File: src/rtl/pic_host_pkg.sv
// Shared types and constants for the 8259A host-side bus sequencer.
package pic_host_pkg;
  localparam logic [1:0] OP_INIT  = 2'b00;
  localparam logic [1:0] OP_WRITE = 2'b01;
  localparam logic [1:0] OP_READ  = 2'b10;

  localparam int ICW1_IC4  = 0;
  localparam int ICW1_SNGL = 1;
  localparam int ICW1_INIT = 4;

  typedef enum logic [2:0] {ST_IDLE, ST_SETUP, ST_STROBE, ST_HOLD, ST_GAP} phase_t;
  typedef enum logic [1:0] {C_IDLE, C_LAUNCH, C_BUSY, C_ERR} cmd_st_t;

  typedef logic [1:0] icw_idx_t;
  typedef struct packed {
    logic     vld;
    icw_idx_t idx;
  } icw_nxt_t;

  // ICW2 always follows ICW1; ICW3 only in cascade mode, ICW4 only when IC4 is set.
  function automatic icw_nxt_t next_icw(icw_idx_t cur, logic [7:0] icw1);
    icw_nxt_t n;
    n.vld = 1'b0;
    n.idx = cur;
    case (cur)
      2'd0: begin n.vld = 1'b1; n.idx = 2'd1; end
      2'd1: begin
        if (!icw1[ICW1_SNGL])    begin n.vld = 1'b1; n.idx = 2'd2; end
        else if (icw1[ICW1_IC4]) begin n.vld = 1'b1; n.idx = 2'd3; end
      end
      2'd2: if (icw1[ICW1_IC4]) begin n.vld = 1'b1; n.idx = 2'd3; end
      default: ;
    endcase
    return n;
  endfunction
endpackage

File: src/rtl/pic_host_sequencer_if.sv
// Command, response and PIC bus signals of the host sequencer.
interface pic_host_sequencer_if;
  logic       cmd_valid, cmd_ready;
  logic [1:0] cmd_op;
  logic       cmd_a0;
  logic [7:0] cmd_data;
  logic [7:0] cfg_icw1, cfg_icw2, cfg_icw3, cfg_icw4;
  logic       rsp_valid;
  logic [7:0] rsp_data;
  logic       cmd_err, init_done;
  logic       cs_n, wr_n, rd_n, a0;
  logic [7:0] d_out;
  logic       d_oe;
  logic [7:0] d_in;

  modport master (
    output cmd_valid, cmd_op, cmd_a0, cmd_data,
           cfg_icw1, cfg_icw2, cfg_icw3, cfg_icw4, d_in,
    input  cmd_ready, rsp_valid, rsp_data, cmd_err, init_done,
           cs_n, wr_n, rd_n, a0, d_out, d_oe
  );
  modport slave (
    input  cmd_valid, cmd_op, cmd_a0, cmd_data,
           cfg_icw1, cfg_icw2, cfg_icw3, cfg_icw4, d_in,
    output cmd_ready, rsp_valid, rsp_data, cmd_err, init_done,
           cs_n, wr_n, rd_n, a0, d_out, d_oe
  );
endinterface

File: src/rtl/pic_bus_cycle.sv
// One timed PIC bus cycle: SETUP -> STROBE -> HOLD -> GAP, all pins registered.
module pic_bus_cycle import pic_host_pkg::*; #(
  parameter int SETUP_CYC  = 1,
  parameter int STROBE_CYC = 2,
  parameter int HOLD_CYC   = 1
) (
  input  logic       clk,
  input  logic       rst_n,
  input  logic       start,
  input  logic       is_read,
  input  logic       a0,
  input  logic [7:0] data,
  input  logic [7:0] d_in,
  output logic       cs_n,
  output logic       wr_n,
  output logic       rd_n,
  output logic       pin_a0,
  output logic [7:0] d_out,
  output logic       d_oe,
  output logic       done,
  output logic [7:0] rd_data
);
  localparam int CW = 8;

  phase_t        st;
  logic [CW-1:0] cnt;
  logic          rd_q;

  // GAP lasts exactly one cycle, so it doubles as the completion flag.
  assign done = (st == ST_GAP);

  always_ff @(posedge clk or negedge rst_n) begin
    if (!rst_n) begin
      st      <= ST_IDLE;
      cnt     <= '0;
      rd_q    <= 1'b0;
      cs_n    <= 1'b1;
      wr_n    <= 1'b1;
      rd_n    <= 1'b1;
      pin_a0  <= 1'b0;
      d_out   <= '0;
      d_oe    <= 1'b0;
      rd_data <= '0;
    end else begin
      case (st)
        ST_IDLE, ST_GAP: begin
          if (start) begin
            st     <= ST_SETUP;
            cnt    <= CW'(SETUP_CYC - 1);
            rd_q   <= is_read;
            cs_n   <= 1'b0;
            pin_a0 <= a0;
            d_out  <= data;
            d_oe   <= !is_read;
          end else begin
            st <= ST_IDLE;
          end
        end
        ST_SETUP: begin
          if (cnt != '0) cnt <= cnt - 1'b1;
          else begin
            st   <= ST_STROBE;
            cnt  <= CW'(STROBE_CYC - 1);
            wr_n <= rd_q;
            rd_n <= !rd_q;
          end
        end
        ST_STROBE: begin
          if (cnt != '0) cnt <= cnt - 1'b1;
          else begin
            st   <= ST_HOLD;
            cnt  <= CW'(HOLD_CYC - 1);
            wr_n <= 1'b1;
            rd_n <= 1'b1;
            if (rd_q) rd_data <= d_in;
          end
        end
        ST_HOLD: begin
          if (cnt != '0) cnt <= cnt - 1'b1;
          else begin
            st   <= ST_GAP;
            cs_n <= 1'b1;
            d_oe <= 1'b0;
          end
        end
        default: st <= ST_IDLE;
      endcase
    end
  end
endmodule

File: src/rtl/pic_host_sequencer.sv
// 8259A host bus master: command FSM and ICW list on top of pic_bus_cycle.
module pic_host_sequencer import pic_host_pkg::*; #(
  parameter int SETUP_CYC  = 1,
  parameter int STROBE_CYC = 2,
  parameter int HOLD_CYC   = 1
) (
  input logic                 clk,
  input logic                 rst_n,
  pic_host_sequencer_if.slave bus
);
  cmd_st_t         st;
  logic            is_init, cmd_rd, cmd_a0_q;
  logic [7:0]      cmd_data_q;
  logic [3:0][7:0] icw_q;
  icw_idx_t        idx;
  logic            cmd_ready_q, rsp_valid_q, cmd_err_q, init_done_q;
  logic [7:0]      rsp_data_q;

  logic            bc_done;
  logic [7:0]      bc_rd_data;
  icw_nxt_t        nxt;
  logic            launch, more, start, w_a0;
  icw_idx_t        w_idx;
  logic [7:0]      w_data;

  assign nxt    = next_icw(idx, icw_q[0]);
  assign launch = (st == C_LAUNCH);
  assign more   = is_init & nxt.vld;
  // Next word is presented during GAP so the following SETUP starts with no idle cycle.
  assign start  = launch | ((st == C_BUSY) & bc_done & more);
  assign w_idx  = launch ? idx : nxt.idx;

  always_comb begin
    w_a0   = cmd_a0_q;
    w_data = cmd_data_q;
    if (is_init) begin
      w_a0   = (w_idx != 2'd0);
      w_data = icw_q[w_idx];
      if (w_idx == 2'd0) w_data[ICW1_INIT] = 1'b1;
    end
  end

  always_ff @(posedge clk or negedge rst_n) begin
    if (!rst_n) begin
      st          <= C_IDLE;
      is_init     <= 1'b0;
      cmd_rd      <= 1'b0;
      cmd_a0_q    <= 1'b0;
      cmd_data_q  <= '0;
      icw_q       <= '0;
      idx         <= '0;
      cmd_ready_q <= 1'b1;
      rsp_valid_q <= 1'b0;
      rsp_data_q  <= '0;
      cmd_err_q   <= 1'b0;
      init_done_q <= 1'b0;
    end else begin
      rsp_valid_q <= 1'b0;
      cmd_err_q   <= 1'b0;
      case (st)
        C_IDLE: begin
          if (bus.cmd_valid && cmd_ready_q) begin
            cmd_ready_q <= 1'b0;
            cmd_a0_q    <= bus.cmd_a0;
            cmd_data_q  <= bus.cmd_data;
            icw_q       <= {bus.cfg_icw4, bus.cfg_icw3, bus.cfg_icw2, bus.cfg_icw1};
            idx         <= '0;
            is_init     <= (bus.cmd_op == OP_INIT);
            cmd_rd      <= (bus.cmd_op == OP_READ);
            if (bus.cmd_op == OP_INIT) begin
              init_done_q <= 1'b0;
              st          <= C_LAUNCH;
            end else if ((bus.cmd_op == OP_WRITE || bus.cmd_op == OP_READ) && init_done_q)
              st <= C_LAUNCH;
            else
              st <= C_ERR;
          end
        end
        C_LAUNCH: st <= C_BUSY;
        C_BUSY: begin
          if (bc_done) begin
            if (more) idx <= nxt.idx;
            else begin
              st          <= C_IDLE;
              cmd_ready_q <= 1'b1;
              init_done_q <= init_done_q | is_init;
              rsp_valid_q <= cmd_rd;
              if (cmd_rd) rsp_data_q <= bc_rd_data;
            end
          end
        end
        default: begin
          st          <= C_IDLE;
          cmd_err_q   <= 1'b1;
          cmd_ready_q <= 1'b1;
        end
      endcase
    end
  end

  assign bus.cmd_ready = cmd_ready_q;
  assign bus.rsp_valid = rsp_valid_q;
  assign bus.rsp_data  = rsp_data_q;
  assign bus.cmd_err   = cmd_err_q;
  assign bus.init_done = init_done_q;

  pic_bus_cycle #(
    .SETUP_CYC (SETUP_CYC),
    .STROBE_CYC(STROBE_CYC),
    .HOLD_CYC  (HOLD_CYC)
  ) u_bus (
    .clk    (clk),
    .rst_n  (rst_n),
    .start  (start),
    .is_read(cmd_rd),
    .a0     (w_a0),
    .data   (w_data),
    .d_in   (bus.d_in),
    .cs_n   (bus.cs_n),
    .wr_n   (bus.wr_n),
    .rd_n   (bus.rd_n),
    .pin_a0 (bus.a0),
    .d_out  (bus.d_out),
    .d_oe   (bus.d_oe),
    .done   (bc_done),
    .rd_data(bc_rd_data)
  );
endmodule
File: src/flat_wrapper.sv
// flat-port wrapper written by rule: the top's interface ports become plain ports
module pic_host_sequencer_flat import pic_host_pkg::*;
#(
  parameter int SETUP_CYC  = 1,
  parameter int STROBE_CYC = 2,
  parameter int HOLD_CYC   = 1
)
  (clk, rst_n, bus_cmd_valid, bus_cmd_op, bus_cmd_a0, bus_cmd_data, bus_cfg_icw1, bus_cfg_icw2, bus_cfg_icw3, bus_cfg_icw4, bus_d_in, bus_cmd_ready, bus_rsp_valid, bus_rsp_data, bus_cmd_err, bus_init_done, bus_cs_n, bus_wr_n, bus_rd_n, bus_a0, bus_d_out, bus_d_oe);
  pic_host_sequencer_if bus_i ();
  input logic clk;
  input logic rst_n;
  input wire logic [$bits(bus_i.cmd_valid)-1:0] bus_cmd_valid;
  input wire logic [$bits(bus_i.cmd_op)-1:0] bus_cmd_op;
  input wire logic [$bits(bus_i.cmd_a0)-1:0] bus_cmd_a0;
  input wire logic [$bits(bus_i.cmd_data)-1:0] bus_cmd_data;
  input wire logic [$bits(bus_i.cfg_icw1)-1:0] bus_cfg_icw1;
  input wire logic [$bits(bus_i.cfg_icw2)-1:0] bus_cfg_icw2;
  input wire logic [$bits(bus_i.cfg_icw3)-1:0] bus_cfg_icw3;
  input wire logic [$bits(bus_i.cfg_icw4)-1:0] bus_cfg_icw4;
  input wire logic [$bits(bus_i.d_in)-1:0] bus_d_in;
  output wire logic [$bits(bus_i.cmd_ready)-1:0] bus_cmd_ready;
  output wire logic [$bits(bus_i.rsp_valid)-1:0] bus_rsp_valid;
  output wire logic [$bits(bus_i.rsp_data)-1:0] bus_rsp_data;
  output wire logic [$bits(bus_i.cmd_err)-1:0] bus_cmd_err;
  output wire logic [$bits(bus_i.init_done)-1:0] bus_init_done;
  output wire logic [$bits(bus_i.cs_n)-1:0] bus_cs_n;
  output wire logic [$bits(bus_i.wr_n)-1:0] bus_wr_n;
  output wire logic [$bits(bus_i.rd_n)-1:0] bus_rd_n;
  output wire logic [$bits(bus_i.a0)-1:0] bus_a0;
  output wire logic [$bits(bus_i.d_out)-1:0] bus_d_out;
  output wire logic [$bits(bus_i.d_oe)-1:0] bus_d_oe;
  assign bus_i.cmd_valid = bus_cmd_valid;
  assign bus_i.cmd_op = bus_cmd_op;
  assign bus_i.cmd_a0 = bus_cmd_a0;
  assign bus_i.cmd_data = bus_cmd_data;
  assign bus_i.cfg_icw1 = bus_cfg_icw1;
  assign bus_i.cfg_icw2 = bus_cfg_icw2;
  assign bus_i.cfg_icw3 = bus_cfg_icw3;
  assign bus_i.cfg_icw4 = bus_cfg_icw4;
  assign bus_i.d_in = bus_d_in;
  assign bus_cmd_ready = bus_i.cmd_ready;
  assign bus_rsp_valid = bus_i.rsp_valid;
  assign bus_rsp_data = bus_i.rsp_data;
  assign bus_cmd_err = bus_i.cmd_err;
  assign bus_init_done = bus_i.init_done;
  assign bus_cs_n = bus_i.cs_n;
  assign bus_wr_n = bus_i.wr_n;
  assign bus_rd_n = bus_i.rd_n;
  assign bus_a0 = bus_i.a0;
  assign bus_d_out = bus_i.d_out;
  assign bus_d_oe = bus_i.d_oe;
  pic_host_sequencer #(.SETUP_CYC(SETUP_CYC), .STROBE_CYC(STROBE_CYC), .HOLD_CYC(HOLD_CYC)) u_core (.clk(clk), .rst_n(rst_n), .bus(bus_i));
endmodule
File: config.mk
export PLATFORM = sky130hd
export DESIGN_NAME = pic_host_sequencer_flat
export DESIGN_NICKNAME = d
export VERILOG_FILES = /design/src/rtl/pic_host_pkg.sv /design/src/rtl/pic_host_sequencer_if.sv /design/src/rtl/pic_bus_cycle.sv /design/src/rtl/pic_host_sequencer.sv /design/src/flat_wrapper.sv
export SDC_FILE = /design/constraint.sdc
export NUM_CORES = 1
export LEC_CHECK = 0
export CELL_PAD_IN_SITES_DETAIL_PLACEMENT = 1
export CELL_PAD_IN_SITES_GLOBAL_PLACEMENT = 1
export CORE_ASPECT_RATIO = 0.8
export CORE_MARGIN = 2
export CORE_UTILIZATION = 42
export DETAILED_ROUTE_END_ITERATION = 8
export PLACE_DENSITY_LB_ADDON = 0.1
export SYNTH_ARGS = -nofsm -noshare
export SYNTH_HDL_FRONTEND = slang
export SYNTH_SLANG_ARGS = --single-unit
export TNS_END_PERCENT = 50
File: constraint.sdc
create_clock -name clk -period 3.2 [get_ports clk]
set_clock_uncertainty 0.2 [all_clocks]
set_input_delay 0.96 -clock clk [delete_from_list [all_inputs] [get_ports clk]]
set_output_delay 0.96 -clock clk [all_outputs]
set_load 0.03 [all_outputs]
==> results by group <==
Outcome
  – Status: completed

Global routing
  – Largest net degree at the start of global routing: 53
  – Initial antenna violation count: 0
  – Vias in the first global route: 3,361
  – Total global-route track usage: 20.5%
  – Congestion Overflow GR: 0
  – First-pass GRT wire length: 17,200 microns

Detailed routing
  – Average routed wire per standard cell: 18.1 microns
  – Vias: 3,102
  – DRC: 0
  – Routed Antenna Nets: 0
  – Vias/cell: 5.46
  – DRT iter0 DRCs: 137
  – DRT Pass-1 Iters: 4
  – Final wirelength: 10,300 microns

Yosys
  – Synth unique cells: 55
  – Synth Cell Area: 0.00426 sq mm
  – Most common cell in the netlist: dfrtp_1
  – Post-Synthesis Cells: 354
  – Top FF cell, synth: dfrtp_1
  – Syn_area_per_cell: 12.0 sq um
  – Number of flops mapped to enable cells by yosys: 0
  – Yosys warns: 0
  – Most frequent cells after synthesis: dfrtp_1 (87), mux2_2 (59), clkbuf_1 (16), o21ai_0 (16), nor2_1 (15)
  – Synth top area share: 51.2%
  – Ys async rst share: 100%
  – Largest cells by area after synthesis: dfrtp_1 (51%), mux2_2 (16%), mux2i_1 (3.3%)
  – Number of synthesized register bits: 91
  – Sequential area share after synthesis: 53.6%
  – Post-Syn Nets: 412
  – Area leader, netlist: dfrtp_1

STA
  – Period utilization: 85.1%
  – Fmax: 367 MHz
  – Worst slew margin: 53.6%
  – RSZ-0062 raised after global routing: false
  – Final hold violations: 0
  – Final min period: 2.72 ns
  – Setup TNS: 0 ns
  – Setup violation total in the final timing report: 0
  – Worst slew pin tran: 0.696 ns
  – Slew Viols, Final: 0

Worst setup path
  – Kind of end point of the critical path: output port
  – Top delay family on crit path: buffers and inverters
  – Worst Path Class, Setup: flip-flop to output port
  – Crit Path Max Fanout: 4
  – Max incr delay on CP: 0.67 ns
  – Worst R2R Start: u_core.u_bus.cnt[0]
  – Cells along the critical path: clkdlybuf4s50_1
  – WP data arrival: 1.56 ns
  – Slowest CP cell: clkdlybuf4s50_1
  – WP data required: 2.04 ns
  – RR Endpoint: u_core.u_bus.cnt[4]
  – Startpoint types: flip-flop
  – R2R depth: 7
  – WP buf/inv: 1
  – R2r setup slk: 0.54 ns
  – Critical Path Start: u_core.bus.cmd_ready

Clock network
  – CTS resizes: 0
  – Clk pin slew, worst setup/hold paths: 0.06 ns
  – CTS tree: built
  – Count of hold-fix buffers inserted at cts: 0
  – Clk buf depth: 2
  – Root Buffer: clkbuf_16
  – CTS Buf Count: 9
  – Post-CTS Setup Bufs: 0
  – Clock tree sinks: 91
  – Htree depth: 3
  – Clock insertion delay at the later pin of the skew report: 0.34 ns

Place
  – GP Congestion: 0.797
  – Dpl cells: 552
  – Hpwl dp: 7180 microns
  – Port bufs: 77
  – Placement Cell Area: 0.00518 sq mm

Final layout
  – Diodes inserted: 0
  – Finished Layout Cells: 568
  – Layout cells sized above 1: 21.3%
  – Fin nets: 485
  – Area Overhead vs Synth: 28.1%
  – Finished Cell Area: 0.00545 sq mm

Pwr
  – Max VDD drop: 0.000333 V
  – Leak: 0.00250 uW
  – PD cells: 409 mW/mm^2

Floorplan
  – I/O pin count: 79
  – Chip Width: 117 microns
  – Row count: 32
  – Initial Util: 43.7%
  – Die ar.: 0.0110 sq mm
  – Die height: 94.0 microns
  – Core Area: 0.00973 sq mm

Flow run
  – Max cap viols: 0

Worst hold path
  – HP Class: flip-flop to flip-flop
  – Hold Path Origin: u_core.icw_q[12]
  – Hold path depth: 1
  – Endpoint, Worst Hold: u_core.icw_q[12]
==> per-layer routing <==
layer	track usage [%]	vias to the layer above	share of wire [%]
met4	5.69	0	1.2
met5	0	-	0
met3	5.74	10	5.5
li1	-	1454	-
met1	26.8	1568	45
met2	33.7	70	48
==> where the power goes <==
group | leakage, uW | total, uW | internal (uW) | switching [uW]
logic | 0.00115 | 98.0 | 62.2 | 35.8
registers | 0.00122 | 1160 | 1160 | 2.66
clock network | 0.000130 | 973 | 531 | 442
==> area by class of cell <==
cell class | instances | area, sq um
clock buffers | 11 | 233
clock inverters | 5 | 38.8
fillers | 1015 | 4280
inverters | 10 | 37.5
multi-input cells | 233 | 1860
flip-flops and latches | 91 | 2280
well taps | 136 | 170
repair buffers | 82 | 831
==> sequential cells by signal, summed over array words and instances, names as in the netlist, 2 cells and up <==
| register | cells |
|---|---|
| u_core.icw_q | 31 |
| u_core.st | 2 |
| u_core.bus.rsp_data | 8 |
| u_core.idx | 2 |
| u_core.u_bus.rd_data | 8 |
| u_core.u_bus.cnt | 8 |
| u_core.cmd_data_q | 8 |
| u_core.u_bus.d_out | 8 |
| u_core.u_bus.st | 3 |
==> through the flow <==
| stage | setup slack, ns | power [uW] | hold slack, ns | util [%] |
|---|---|---|---|---|
| finish | 0.475 | 2230 | 0.300 | 56.0 |
| global placement | 0.423 | 1280 | 0.283 | 53.3 |
| detailed placement | 0.408 | 1280 | 0.290 | 53.3 |
| global route | 0.347 | 2320 | 0.317 | 56.0 |
| CTS | 0.458 | 2260 | 0.305 | 56.0 |
| floorplan | 0.644 | 1190 | 0.257 | - |
==> cells in the final DEF, fill, tap and decap left out, types with 9 or more instances in the layout <==
cell type        Yosys  final
clkbuf_16            0      9
o21ai_0             16     16
mux2i_1             14     14
clkdlybuf4s50_1      0     76
mux2_2              59     59
inv_1               10     10
nand2_1             14     14
a21oi_1             12     12
nor2_1              15     15
dfrtp_1             87     87
==> worst max-delay path by stage <==
stage                                      to  slack, ns  cells past startpoint
after floorplan               u_core.cmd_a0_q       0.64                      5
after global placement        u_core.icw_q[7]       0.42                      5
after detailed placement     u_core.icw_q[19]       0.41                      5
after CTS                       bus_cmd_ready       0.46                      1
after global routing      u_core.u_bus.pin_a0       0.35                      6
final                           bus_cmd_ready       0.48                      1
==> logic make-up (layout without fill, tap and decap cells) <==
group | after synthesis | after routing | share of synthesized area (%)
flops | 91 | 91 | 53.6
compound gates | 82 | 82 | 13.6
mux | 73 | 73 | 18.9
simple gates | 73 | 73 | 9.67
buf+inv | 30 | 108 | 2.76
fa+ha+maj | 4 | 4 | 1.18
xor+xnor | 1 | 1 | 0.206
Note: power is estimated with default switching activity, not from simulation.
